**src/rtl/mips_bus_port_pkg.sv**
```systemverilog
// ---------------------------------------------------------------------------
// mips_bus_port_pkg
// Shared types for the MIPS load/store/fetch bus port.
//   mem_op_t          : CPU-side access type (word, half, byte, LWL, LWR)
//   port_state_t      : bus port FSM states
//   toggle_endianness : byte swap between big-endian CPU and little-endian bus
// ---------------------------------------------------------------------------
package mips_bus_port_pkg;

   typedef enum logic [2:0] {
      OP_W  = 3'd0,
      OP_H  = 3'd1,
      OP_B  = 3'd2,
      OP_WL = 3'd3,
      OP_WR = 3'd4
   } mem_op_t;

   typedef enum logic [1:0] {
      IDLE = 2'd0,
      BUS  = 2'd1,
      RESP = 2'd2
   } port_state_t;

   function automatic logic [31:0] toggle_endianness(input logic [31:0] d);
      return {d[7:0], d[15:8], d[23:16], d[31:24]};
   endfunction

endpackage

```
**src/rtl/mips_bus_port_lane_format.sv**
```systemverilog
// ---------------------------------------------------------------------------
// bus_lane_format
// Combinational lane steering between the big-endian CPU view and the
// little-endian Avalon data bus.
//   op          in  3   mem_op_t access type
//   k           in  2   byte offset within the word
//   sign_ext    in  1   sign-extend half/byte loads
//   readdata    in  32  raw bus read data
//   rt          in  32  current rt, merged by LWL/LWR
//   wdata       in  32  store data, big-endian, right-justified for H/B
//   byteenable  out 4   lane enables for the access
//   writedata   out 32  bus-order store data (H/B replicated in all lanes)
//   load_result out 32  merged/extended load value
// ---------------------------------------------------------------------------
import mips_bus_port_pkg::*;

module bus_lane_format (
   input  logic [2:0]  op,
   input  logic [1:0]  k,
   input  logic        sign_ext,
   input  logic [31:0] readdata,
   input  logic [31:0] rt,
   input  logic [31:0] wdata,
   output logic [3:0]  byteenable,
   output logic [31:0] writedata,
   output logic [31:0] load_result
);

   logic [31:0] w;
   logic [7:0]  lane_b;
   logic [15:0] half;
   logic [4:0]  sh_l;
   logic [4:0]  sh_r;

   always_comb begin
      w      = toggle_endianness(readdata);
      lane_b = readdata[{k, 3'b000} +: 8];
      // Big-endian halfword: lower-address lane is the high byte.
      half   = k[1] ? {readdata[23:16], readdata[31:24]}
                    : {readdata[7:0],   readdata[15:8]};
      sh_l   = {k, 3'b000};
      // 8*(3-k): for a 2-bit k, 3-k equals ~k.
      sh_r   = {~k, 3'b000};

      byteenable  = '0;
      writedata   = '0;
      load_result = '0;

      case (mem_op_t'(op))
         OP_W: begin
            byteenable  = 4'b1111;
            writedata   = toggle_endianness(wdata);
            load_result = w;
         end
         OP_H: begin
            byteenable  = k[1] ? 4'b1100 : 4'b0011;
            writedata   = {2{wdata[7:0], wdata[15:8]}};
            load_result = {{16{sign_ext & half[15]}}, half};
         end
         OP_B: begin
            byteenable  = 4'b0001 << k;
            writedata   = {4{wdata[7:0]}};
            load_result = {{24{sign_ext & lane_b[7]}}, lane_b};
         end
         OP_WL: begin
            byteenable  = 4'b1111 << k;
            load_result = (w << sh_l) | (rt & ((32'd1 << sh_l) - 32'd1));
         end
         OP_WR: begin
            byteenable  = 4'b1111 >> (~k);
            load_result = (w >> sh_r) | (rt & ~(32'hFFFF_FFFF >> sh_r));
         end
         default: begin
            byteenable  = '0;
            writedata   = '0;
            load_result = '0;
         end
      endcase
   end

endmodule

```
**src/rtl/mips_bus_port.sv**
```systemverilog
// ---------------------------------------------------------------------------
// mips_bus_port
// Converts one CPU memory request (W/H/B/LWL/LWR) into a single Avalon-MM
// master transaction, with waitrequest stalls, an optional watchdog and a
// one-cycle response pulse carrying the merged/extended load result.
//
// Parameters:
//   ADDR_W         address width (>= 2)
//   TIMEOUT_CYCLES consecutive waitrequest-high BUS cycles before abort;
//                  0 disables the watchdog
// Build option:
//   MIPS_BUS_PORT_ALIGN_CHECK_EN  misaligned OP_W/OP_H fault without a bus
//                                 cycle; otherwise low address bits are ignored
//
// Ports:
//   clk, reset (sync, active-high)
//   CPU side : req_valid, req_ready, req_write, req_op, req_signed, req_addr,
//              req_wdata, req_rt, resp_valid, resp_rdata, resp_err
//   Avalon   : address, read, write, waitrequest, writedata, byteenable,
//              readdata
// ---------------------------------------------------------------------------
import mips_bus_port_pkg::*;

module mips_bus_port #(
   parameter int unsigned ADDR_W         = 32,
   parameter int unsigned TIMEOUT_CYCLES = 0
) (
   input  logic              clk,
   input  logic              reset,
   input  logic              req_valid,
   output logic              req_ready,
   input  logic              req_write,
   input  logic [2:0]        req_op,
   input  logic              req_signed,
   input  logic [ADDR_W-1:0] req_addr,
   input  logic [31:0]       req_wdata,
   input  logic [31:0]       req_rt,
   output logic              resp_valid,
   output logic [31:0]       resp_rdata,
   output logic              resp_err,
   output logic [ADDR_W-1:0] address,
   output logic              read,
   output logic              write,
   input  logic              waitrequest,
   output logic [31:0]       writedata,
   output logic [3:0]        byteenable,
   input  logic [31:0]       readdata
);

   port_state_t state;

   logic [2:0]  op_q;
   logic [1:0]  k_q;
   logic        sign_q;
   logic        write_q;
   logic [31:0] rt_q;
   logic [31:0] wd_cnt;

   logic [2:0]  fmt_op;
   logic [1:0]  fmt_k;
   logic        fmt_sign;
   logic [31:0] fmt_rt;
   logic [3:0]  fmt_be;
   logic [31:0] fmt_wd;
   logic [31:0] fmt_ld;

   logic        align_bad;
   logic        req_bad;
   logic        timeout_hit;

   // One formatter serves both phases: in IDLE it sees the live request to
   // build byteenable/writedata; in BUS it sees the latched request to build
   // the load result from readdata.
   always_comb begin
      if (state == IDLE) begin
         fmt_op   = req_op;
         fmt_k    = req_addr[1:0];
         fmt_sign = req_signed;
         fmt_rt   = req_rt;
      end else begin
         fmt_op   = op_q;
         fmt_k    = k_q;
         fmt_sign = sign_q;
         fmt_rt   = rt_q;
      end
   end

   bus_lane_format u_fmt (
      .op          (fmt_op),
      .k           (fmt_k),
      .sign_ext    (fmt_sign),
      .readdata    (readdata),
      .rt          (fmt_rt),
      .wdata       (req_wdata),
      .byteenable  (fmt_be),
      .writedata   (fmt_wd),
      .load_result (fmt_ld)
   );

   always_comb begin
`ifdef MIPS_BUS_PORT_ALIGN_CHECK_EN
      align_bad = ((req_op == OP_W) && (req_addr[1:0] != 2'b00)) ||
                  ((req_op == OP_H) && req_addr[0]);
`else
      align_bad = 1'b0;
`endif
      // LWL/LWR have no store form; unknown op codes fault the same way.
      req_bad = align_bad ||
                (req_write && ((req_op == OP_WL) || (req_op == OP_WR))) ||
                (req_op > OP_WR);
      timeout_hit = (TIMEOUT_CYCLES != 0) && (wd_cnt == TIMEOUT_CYCLES - 1);
   end

   always_ff @(posedge clk) begin
      if (reset) begin
         state      <= IDLE;
         req_ready  <= 1'b1;
         resp_valid <= 1'b0;
         resp_rdata <= '0;
         resp_err   <= 1'b0;
         address    <= '0;
         read       <= 1'b0;
         write      <= 1'b0;
         writedata  <= '0;
         byteenable <= '0;
         op_q       <= '0;
         k_q        <= '0;
         sign_q     <= 1'b0;
         write_q    <= 1'b0;
         rt_q       <= '0;
         wd_cnt     <= '0;
      end else begin
         case (state)
            IDLE: begin
               if (req_valid) begin
                  op_q      <= req_op;
                  k_q       <= req_addr[1:0];
                  sign_q    <= req_signed;
                  write_q   <= req_write;
                  rt_q      <= req_rt;
                  req_ready <= 1'b0;
                  if (req_bad) begin
                     state      <= RESP;
                     resp_valid <= 1'b1;
                     resp_err   <= 1'b1;
                     resp_rdata <= '0;
                  end else begin
                     state      <= BUS;
                     read       <= ~req_write;
                     write      <= req_write;
                     address    <= {req_addr[ADDR_W-1:2], 2'b00};
                     byteenable <= fmt_be;
                     writedata  <= fmt_wd;
                     wd_cnt     <= '0;
                  end
               end
            end
            BUS: begin
               if (!waitrequest) begin
                  read       <= 1'b0;
                  write      <= 1'b0;
                  state      <= RESP;
                  resp_valid <= 1'b1;
                  resp_err   <= 1'b0;
                  resp_rdata <= write_q ? '0 : fmt_ld;
               end else if (timeout_hit) begin
                  read       <= 1'b0;
                  write      <= 1'b0;
                  state      <= RESP;
                  resp_valid <= 1'b1;
                  resp_err   <= 1'b1;
                  resp_rdata <= '0;
               end else if (wd_cnt != '1) begin
                  wd_cnt <= wd_cnt + 32'd1;
               end
            end
            RESP: begin
               resp_valid <= 1'b0;
               req_ready  <= 1'b1;
               state      <= IDLE;
            end
            default: begin
               state     <= IDLE;
               req_ready <= 1'b1;
            end
         endcase
      end
   end

endmodule

```
**config.mk**
```make
export PLATFORM = sky130hd
export DESIGN_NAME = mips_bus_port
export DESIGN_NICKNAME = d
export VERILOG_FILES = /design/src/rtl/mips_bus_port_pkg.sv /design/src/rtl/mips_bus_port_lane_format.sv /design/src/rtl/mips_bus_port.sv
export SDC_FILE = /design/constraint.sdc
export NUM_CORES = 1
export LEC_CHECK = 0
export CAP_MARGIN = 10
export CELL_PAD_IN_SITES_DETAIL_PLACEMENT = 0
export CELL_PAD_IN_SITES_GLOBAL_PLACEMENT = 1
export CORE_ASPECT_RATIO = 1.25
export CORE_MARGIN = 2
export CORE_UTILIZATION = 34
export DETAILED_ROUTE_END_ITERATION = 16
export HOLD_SLACK_MARGIN = 0.06
export PLACE_DENSITY = 0.88
export SLEW_MARGIN = 20
export SYNTH_ARGS = -nofsm -noshare
export SYNTH_HDL_FRONTEND = slang
export SYNTH_SLANG_ARGS = --single-unit
```
**constraint.sdc**
```tcl
create_clock -name clk -period 3 [get_ports clk]
set_clock_uncertainty 0.1 [all_clocks]
set_input_delay 0.75 -clock clk [delete_from_list [all_inputs] [get_ports clk]]
set_output_delay 0.75 -clock clk [all_outputs]
set_load 0.05 [all_outputs]
```
==> out/metrics.yaml, run 1 <==
power_and_ir_drop:
  finalPower_mw: 5.94
  power.density_nw_per_um2: 496
  peakVddDrop_v: 0.000419
  p_leak_nw: 4.45
logic_synthesis:
  seq_area_frac_synth_pct: 36.5
  ys_ff_latch: 144
  synthFlopType: "dfxtp_1"
  synth_edf_count: 0
  yosysUniqueCellTypes: 74
  synth_top_area_cell: "dfxtp_1"
  syn_area_per_cell_um2: 8.06
  synthTopCellsByArea: "dfxtp_1, nand2_1, a21oi_1, mux2i_1, nor2_1"
  netlist_instances: 979
  ys_warn_count: 0
  netlist.area_leader.share_pct: 36.5
  syn_area_um2: 7890
  async_flop_share_pct: 0
sta:
  period_minus_slack_ns: 2.88
  relSlewSlack_pct: 29.5
  finalSetupViolCount: 0
  max_freq_ghz: 0.347
  slew_violations: 0
  timing_worst_slew_pin_value_ns: 1.06
  hold_viol: 0
  final.period_utilization_pct: 96.1
  rsz0062_at_grt: "false"
floorplanning:
  initial_core_util_pct: 34.5
  dieArea_um2: 24400
  die_w_um: 140
  coreArea_um2: 22900
  num_rows: 62
  die_h_um: 174
  ios: 242
final_layout:
  final_nets: 1409
  diodes: 0
  final_layout_size_suffix_gt1_share_pct: 16.0
  syn2layout_area_growth_pct: 51.8
  final_core_util_pct: 52.3
run_status:
  status: "finished clean"
cts:
  clock_latency_ns: 0.43
  cts_tree: "yes"
  cts.path.max_buffers: 2
  cts.sinks: 144
  numCtsBuffers: 17
  cts_setup_buffers: 0
  clock_tree.root_cell: "clkbuf_16"
  cts_resized: 0
  cts-htree-levels: 4
  holdBufCountCts: 0
  clk_pin_slew_worst_paths_ns: 0.06
routing:
  drt_iter0_drc: 720
  avgRoutedWirePerCell_um: 20.0
  firstDrtPassIters: 6
  drtAntennaViolNets: 0
  vias_per_cell: 5.72
  route.detailed.drc: 0
  via_count: 9002
  wl_mm: 31.5
setup_path:
  crit_fanout: 13
  cp-start-kind: "primary input"
  crit_arrival_ns: 3.14
  setup.worst_path.class: "primary input to flip-flop"
  required_ns: 3.26
  crit_path_end_kind: "flip-flop"
place:
  globalplace.congestion: 1.01
  io_buffers: 239
  dp_hpwl_mm: 23.7
grt:
  grt_antenna_before_repair: 0
  overflow: 0
  grt_usage_pct: 25.4
  grt_max_degree: 52
  grt_pass1_wl_mm: 49.1
  grt_pass1_vias: 8849
min_path:
  hold_path.class: "flip-flop to flip-flop"
job:
  maxCapViolCount: 0
-- metrics by stage --
stage | setup WS [ns] | instance area [um^2] | cells | hold slack, ns | TNS, ns
2_1_floorplan | 0.323 | 7890 | 980 | 0.334 | 0
3_3_place_gp | -0.284 | 11400 | 1541 | 0.340 | -6.61
3_5_place_dp | -0.331 | 11400 | 1541 | 0.347 | -8.05
4_1_cts | 0.102 | 12000 | 1573 | 0.355 | 0
5_1_grt | 0.00699 | 12000 | 1573 | 0.374 | 0
6_report | 0.116 | 12000 | 1573 | 0.353 | 0
-- path summary, 6_finish.rpt --
kind                    start             end  slack (ns)  depth (start not counted)
setup / recovery  req_addr[1]   resp_rdata[5]        0.12                          9
hold reg to reg      rt_q[16]        rt_q[16]        0.35                          2
hold / removal       rt_q[16]        rt_q[16]        0.35                          2
setup reg to reg     state[0]  resp_rdata[15]        0.29                          6
-- report_power, final --
group | leakage, nW | internal, mW | switching [mW] | total, mW
logic | 3.00 | 0.755 | 1.01 | 1.77
clock network | 0.286 | 1.20 | 0.912 | 2.12
registers | 1.17 | 2.00 | 0.0600 | 2.06
total | 4.45 | 3.96 | 1.98 | 5.94
-- critical path, stage by stage --
cell and delay (ns):
clkdlybuf4s50_1 0.49, buf_4 0.20, nor4_1 0.07, a21oi_1 0.57
buf_4 0.33, nor2_1 0.06, o32ai_1 0.40, a222oi_1 0.16
nor2_1 0.10
-- synthesized netlist by cell type (3+ instances only) --
| cell type | instances |
|---|---|
| o22ai_1 | 3 |
| a31oi_1 | 5 |
| clkbuf_1 | 55 |
| nand3_1 | 6 |
| a2111oi_2 | 5 |
| a21oi_1 | 133 |
| a311oi_2 | 7 |
| a221oi_1 | 19 |
| a2bb2oi_1 | 8 |
| o2bb2ai_1 | 10 |
| or2_2 | 4 |
| o221ai_1 | 3 |
| nand2_1 | 202 |
| buf_4 | 6 |
| a311oi_1 | 10 |
| nor3b_1 | 10 |
| buf_1 | 8 |
| o21ai_0 | 11 |
| o32ai_1 | 9 |
| a22oi_1 | 35 |
| a21o_1 | 3 |
| a211oi_1 | 17 |
| a222oi_1 | 17 |
| a211oi_2 | 3 |
| buf_2 | 21 |
| dfxtp_1 | 144 |
| nor3_1 | 11 |
| mux2_2 | 9 |
| nor2_1 | 74 |
| mux2i_1 | 53 |
| and3_1 | 11 |
| nand3b_1 | 3 |
| nand2b_1 | 7 |
| and2_1 | 3 |
| a2111oi_0 | 5 |
-- layer usage --
metal | global-route usage [%] | vias to the layer above | wire length (um)
li1 | - | 4193 | -
met1 | 29.0 | 4284 | 11900
met2 | 42.6 | 432 | 15400
met3 | 7.38 | 93 | 2710
met4 | 13.7 | 0 | 1530
met5 | 0 | - | 0
-- cell families after synthesis --
kind of cell / Yosys count / share of synthesized area [%]
XOR/XNOR: 2 / 0.222
multiplexers: 65 / 8.50
buffers and inverters: 94 / 5.28
other: 1 / 0.0475
flip-flops: 144 / 36.5
AND/OR/NAND/NOR: 350 / 19.6
AO/OA/AOI/OAI: 323 / 29.9
-- registers in the layout, indices dropped and copies added (netlist names) --
register	cells
resp_rdata	32
rt_q	32
writedata	32
address	30
byteenable	4
op_q	3
k_q	2
state	2
read	1
req_ready	1
resp_err	1
resp_valid	1
sign_q	1
write	1
write_q	1
-- cell type report --
cell class / count / area (um^2)
multi-input combinational: 742 / 4640
clock inverter: 12 / 123
fill: 2125 / 10900
sequential: 144 / 2880
tap: 288 / 360
clock buffer: 20 / 457
inverter: 2 / 7.51
timing repair buffer: 365 / 3510
-- cell usage in the layout (no fill, tap or decap), types with 19 or more instances in the layout --
cell type        instances
buf_4                  113
nand2_1                201
a22oi_1                 35
dfxtp_1                144
a221oi_1                19
clkdlybuf4s50_1        238
mux2i_1                 53
nor2_1                  74
a21oi_1                133
No activity file was read; power rests on OpenSTA's default activity.
==> run 2: changes to the inputs <==
--- a/config.mk
+++ b/config.mk
@@ -5,15 +5,17 @@
 export SDC_FILE = /design/constraint.sdc
 export NUM_CORES = 1
 export LEC_CHECK = 0
+export ABC_AREA = 1
 export CAP_MARGIN = 10
 export CELL_PAD_IN_SITES_DETAIL_PLACEMENT = 0
 export CELL_PAD_IN_SITES_GLOBAL_PLACEMENT = 1
 export CORE_ASPECT_RATIO = 1.25
 export CORE_MARGIN = 2
-export CORE_UTILIZATION = 34
+export CORE_UTILIZATION = 33
 export DETAILED_ROUTE_END_ITERATION = 16
 export HOLD_SLACK_MARGIN = 0.06
 export PLACE_DENSITY = 0.88
+export SETUP_SLACK_MARGIN = 0.5
 export SLEW_MARGIN = 20
 export SYNTH_ARGS = -nofsm -noshare
 export SYNTH_HDL_FRONTEND = slang
==> out/metrics.yaml, run 2 <==
min_path:
  min_from: "rt_q[12]"
  hold_path.class: "flip-flop to flip-flop"
grt:
  overflow: 0
  grt_pass1_wl_mm: 51.6
  grt_antenna_before_repair: 0
  grt_max_degree: 87
  grt_pass1_vias: 9344
  grt_usage_pct: 24.9
floorplanning:
  initial_core_util_pct: 33.3
  ios: 242
  die_w_um: 146
  num_rows: 65
  die_h_um: 182
  coreArea_um2: 25000
  dieArea_um2: 26600
routing:
  route.detailed.drc: 0
  vias_per_cell: 5.04
  wl_mm: 33.0
  drtAntennaViolNets: 0
  avgRoutedWirePerCell_um: 17.5
  firstDrtPassIters: 7
  drt_iter0_drc: 552
  via_count: 9522
power_and_ir_drop:
  power.density_nw_per_um2: 557
  peakVddDrop_v: 0.000393
  finalPower_mw: 6.59
  p_leak_nw: 5.18
logic_synthesis:
  netlist.area_leader.share_pct: 34.6
  ys_ff_latch: 144
  yosysUniqueCellTypes: 40
  syn_area_um2: 8340
  synth_top_area_cell: "dfxtp_1"
  syn_area_per_cell_um2: 6.30
  netlist_instances: 1324
  synthTopCellsByArea: "dfxtp_1, nand2_1, nand3_1, nor2_1, a21oi_1"
  ys_warn_count: 0
  async_flop_share_pct: 0
  synth_common_cells: "nand2_1, nor2_1, nand3_1"
  synth_edf_count: 0
  synth.most_common_cell: "nand2_1"
  synthFlopType: "dfxtp_1"
  seq_area_frac_synth_pct: 34.6
cts:
  clk_pin_slew_worst_paths_ns: 0.07
  clock_tree.root_cell: "clkbuf_16"
  cts.path.max_buffers: 2
  cts.sinks: 144
  numCtsBuffers: 17
  holdBufCountCts: 0
  clock_latency_ns: 0.44
  cts-htree-levels: 4
  cts_tree: "yes"
setup_path:
  worstSetupStartpoint: "address[28]"
  crit_family: "buffers and inverters"
  crit_path_end_kind: "output port"
  setup.worst_path.class: "flip-flop to output port"
  cp-start-kind: "flip-flop"
  max_stage_delay_ns: 0.84
  critPathSlowestCell: "clkdlybuf4s50_1"
  crit_fanout: 2
  required_ns: 2.15
  cp_cell_sequence: "clkdlybuf4s50_1"
  worst-path-buf-inv: 1
  crit_arrival_ns: 1.60
  r2r-start: "state[1]"
sta:
  slew_violations: 0
  timing_worst_slew_pin_value_ns: 0.847
  setup_tns_ns: 0
  final.period_utilization_pct: 81.8
  finalSetupViolCount: 0
  rsz0062_at_grt: "true"
  relSlewSlack_pct: 43.0
  max_freq_ghz: 0.408
  period_minus_slack_ns: 2.45
  hold_viol: 0
final_layout:
  final_layout_size_suffix_gt1_share_pct: 8.03
  final_common_cell: "nand2_1"
  reg_top3: "resp_rdata (32), rt_q (32), writedata (32)"
  syn2layout_area_growth_pct: 41.7
  fillCellCount: 2725
  diodes: 0
  final_cell_mix: "nand2_1, clkdlybuf4s50_1, nor2_1"
  final_nets: 1680
place:
  dp_hpwl_mm: 24.0
  globalplace.congestion: 0.967
  io_buffers: 239
run_status:
  status: "finished clean"
job:
  maxCapViolCount: 0
-- run 2: cell types whose count changed after synthesis, sizes merged, moves of 27 or more --
| cell | previous run | this run |
|---|---|---|
| inv | 2 | 76 |
| mux2i | 55 | 0 |
| a22oi | 35 | 8 |
| nor2 | 76 | 181 |
| nand2 | 204 | 445 |
| o21ai | 13 | 102 |
| a21oi | 133 | 98 |
| nand3 | 7 | 151 |
-- run 2: final cells by class --
cell class | instances | area, um^2 | share of cell area [%]
clock buffer | 17 | 425 | 3.60
clock inverter | 15 | 193 | 1.63
inverter | 78 | 294 | 2.49
multi-input combinational | 1024 | 4750 | 40.2
sequential | 144 | 2890 | 24.4
tap | 335 | 419 | 3.55
timing repair buffer | 278 | 2850 | 24.1
-- run 2: cells by family (layout without fill, tap and decap cells) --
family | after synthesis | in the layout | share of synthesized area [%]
other cells | 1 | 2 | 0.0449
flops | 144 | 144 | 34.6
simple gates | 790 | 791 | 41.0
buf+inv | 158 | 388 | 9.07
compound gates | 231 | 231 | 15.4
-- run 2: repair_timing --
action	in CTS	in global routing
cloned	1	0
pin swaps	1	0
gates resized for setup	7	20
setup endpoints to repair	58	69
buffers inserted	0	1
-- run 2: path summary, 6_finish.rpt --
kind,endpoint,slack [ns],depth (start not counted)
max,address[28],0.55,1
min,rt_q[12],0.35,2
max reg2reg,resp_rdata[14],0.64,14
min reg2reg,rt_q[12],0.35,2
-- run 2: worst reg2reg max path: cells and delay by family, from the launching register on --
kind	cells	cell delay, ns
compound gates	1	0.07
flops	1	0.47
simple gates	10	1.21
buf+inv	3	0.40
-- run 2: routing by layer --
metal	track usage, %	vias up	wire length (um)
li1	-	4715	-
met2	43.5	338	16200
met5	0	-	0
met1	27.8	4379	12700
met3	5.18	90	2090
met4	15.4	0	2130
-- run 2: report_power, final --
group	total (mW)	internal, mW	switching [mW]
Clock	2.19	1.13	1.05
Sequential	2.11	2.04	0.0660
Combinational	2.30	0.784	1.51
-- run 2: per-stage QoR --
step           hold slack, ns  utilization (%)  area (um^2)  worst slack [ns]  instances
6_report                0.355             47.2        11800             0.547       1891
3_5_place_dp            0.347             44.3        11100             0.149       1857
4_1_cts                 0.360             46.8        11700             0.505       1890
5_1_grt                 0.381             47.2        11800             0.460       1891
3_3_place_gp            0.339             44.3        11100             0.156       1857
2_1_floorplan           0.330                -         8350             0.834       1325
==> run 3: changes to the inputs <==
--- a/config.mk
+++ b/config.mk
@@ -11,10 +11,10 @@
 export CELL_PAD_IN_SITES_GLOBAL_PLACEMENT = 1
 export CORE_ASPECT_RATIO = 1.25
 export CORE_MARGIN = 2
-export CORE_UTILIZATION = 33
+export CORE_UTILIZATION = 30
 export DETAILED_ROUTE_END_ITERATION = 16
 export HOLD_SLACK_MARGIN = 0.06
-export PLACE_DENSITY = 0.88
+export PLACE_DENSITY = 0.85
 export SETUP_SLACK_MARGIN = 0.5
 export SLEW_MARGIN = 20
 export SYNTH_ARGS = -nofsm -noshare
==> constraint.sdc (replaced) <==
create_clock -name clk -period 2 [get_ports clk]
set_clock_uncertainty 0.1 [all_clocks]
set_input_delay 0.5 -clock clk [delete_from_list [all_inputs] [get_ports clk]]
set_output_delay 0.5 -clock clk [all_outputs]
set_load 0.05 [all_outputs]
==> out/metrics.yaml, run 3 (synthesized netlist as in run 2, its figures left out) <==
sta:
  rsz0062_at_grt: "true"
  hold_viol: 0
  final.period_utilization_pct: 109
  period_minus_slack_ns: 2.18
  setup_ws_ns: -0.180
  finalSetupViolCount: 73
  max_freq_ghz: 0.459
  slew_violations: 0
  setup_tns_ns: -4.99
cts:
  clock_tree.root_cell: "clkbuf_16"
  cts.path.max_buffers: 2
  cts-htree-levels: 4
  numCtsBuffers: 17
  cts.sinks: 144
  clk_pin_slew_worst_paths_ns: 0.07
  cts_tree: "yes"
  clock_latency_ns: 0.43
floorplanning:
  die_h_um: 190
  die_w_um: 153
  coreArea_um2: 27500
  num_rows: 68
  initial_core_util_pct: 30.4
  dieArea_um2: 29200
  ios: 242
routing:
  drtAntennaViolNets: 0
  vias_per_cell: 5.06
  drt_iter0_drc: 705
  avgRoutedWirePerCell_um: 19.0
  wl_mm: 39.9
  firstDrtPassIters: 7
  route.detailed.drc: 0
  via_count: 10600
power_and_ir_drop:
  finalPower_mw: 11.8
  p_leak_nw: 6.74
  peakVddDrop_v: 0.000625
  power.density_nw_per_um2: 776
setup_path:
  r2r_setup_slack_ns: -0.18
  crit_arrival_ns: 2.44
  crit_family: "simple AND/OR/NAND/NOR gates"
  setup.worst_path.class: "flip-flop to flip-flop"
  required_ns: 2.26
  cp-start-kind: "flip-flop"
  r2r-start: "state[1]"
  critPathMostFrequentCell: "nand2_1"
  max_stage_delay_ns: 0.37
  cp_cell_sequence: "nor2_4 > buf_12 > buf_6 > nand2_4 > nand2_8 > buf_6 > nand2_4 > nor2_8 > buf_12 > nand3_1 > nand2_1 > nor2_1 > nand2_1 > nand2_1 > a21oi_1"
  worstSetupStartpoint: "state[1]"
  worst-path-buf-inv: 4
  critPathSlowestCell: "dfxtp_4"
  crit_fanout: 7
  crit_path_end_kind: "flip-flop"
final_layout:
  final_core_util_pct: 55.3
  final_cell_mix: "nand2_1, buf_4, nor2_1, clkdlybuf4s50_1, dfxtp_1"
  diodes: 0
  final_layout_size_suffix_gt1_share_pct: 33.7
  final_nets: 1873
  syn2layout_area_growth_pct: 82.2
  final_common_cell: "nand2_1"
  reg_top3: "resp_rdata (32), rt_q (32), writedata (32)"
grt:
  grt_pass1_vias: 10400
  grt_usage_pct: 26.1
  grt_max_degree: 73
  overflow: 0
  grt_pass1_wl_mm: 58.7
  grt_antenna_before_repair: 0
place:
  dp_hpwl_mm: 26.2
  io_buffers: 239
  globalplace.congestion: 0.976
  dp_slack_ns: -0.574
min_path:
  min_from: "rt_q[9]"
  hold_path.class: "flip-flop to flip-flop"
run_status:
  status: "finished, violations left"
  violations: "setup timing"
job:
  maxCapViolCount: 0
[run 3: worst paths after layout]
check,end,cells past startpoint
min,rt_q[9],2
min reg2reg,rt_q[9],2
max,resp_rdata[14],15
max reg2reg,resp_rdata[14],15
[run 3: where the power goes]
| part | switching, mW | internal, mW | leakage [nW] |
|---|---|---|---|
| registers | 0.115 | 3.06 | 1.19 |
| logic | 2.91 | 2.33 | 5.26 |
| clock network | 1.39 | 1.98 | 0.288 |
| total | 4.41 | 7.38 | 6.74 |
[run 3: repair_timing]
item | in CTS | in global routing
setup endpoints to repair | 244 | 247
hold buffers | 0 | 0
setup buffers | 48 | 11
cloned | 20 | 8
gates resized for setup | 244 | 152
pin swaps | 41 | 59
[run 3: metrics by stage]
step	hold WS (ns)	cell area (um^2)	std cells
2_1_floorplan	0.330	8510	1325
3_3_place_gp	0.339	11900	1980
3_5_place_dp	0.349	11900	1980
4_1_cts	0.360	14300	2080
5_1_grt	0.384	15200	2099
6_report	0.357	15200	2099
[run 3: area by class of cell]
type / instances / area, um^2
clock inverters: 14 / 179
fillers: 2590 / 12300
multi-input cells: 1023 / 5530
clock buffers: 18 / 429
repair buffers: 472 / 5360
inverters: 78 / 333
flip-flops and latches: 144 / 2930
well taps: 350 / 438
[run 3: metal layers]
metal  part of all wire, %  GRT usage, %  vias to the layer above
met2                    51          47.2                      373
met4                   5.5          14.3                        0
met5                     0             0                        -
met1                    37          28.3                     5019
met3                   6.0          5.82                       98
li1                      -             -                     5125
[run 3: worst register-to-register path, stage by stage, from the launching register on]
cell     delay (ns)
dfxtp_4        0.37
nor2_4         0.18
buf_12         0.15
buf_6          0.10
nand2_4        0.06
nand2_8        0.11
buf_6          0.11
nand2_4        0.06
nor2_8         0.21
buf_12         0.17
nand3_1        0.07
nand2_1        0.08
nor2_1         0.05
nand2_1        0.09
nand2_1        0.07
a21oi_1        0.12
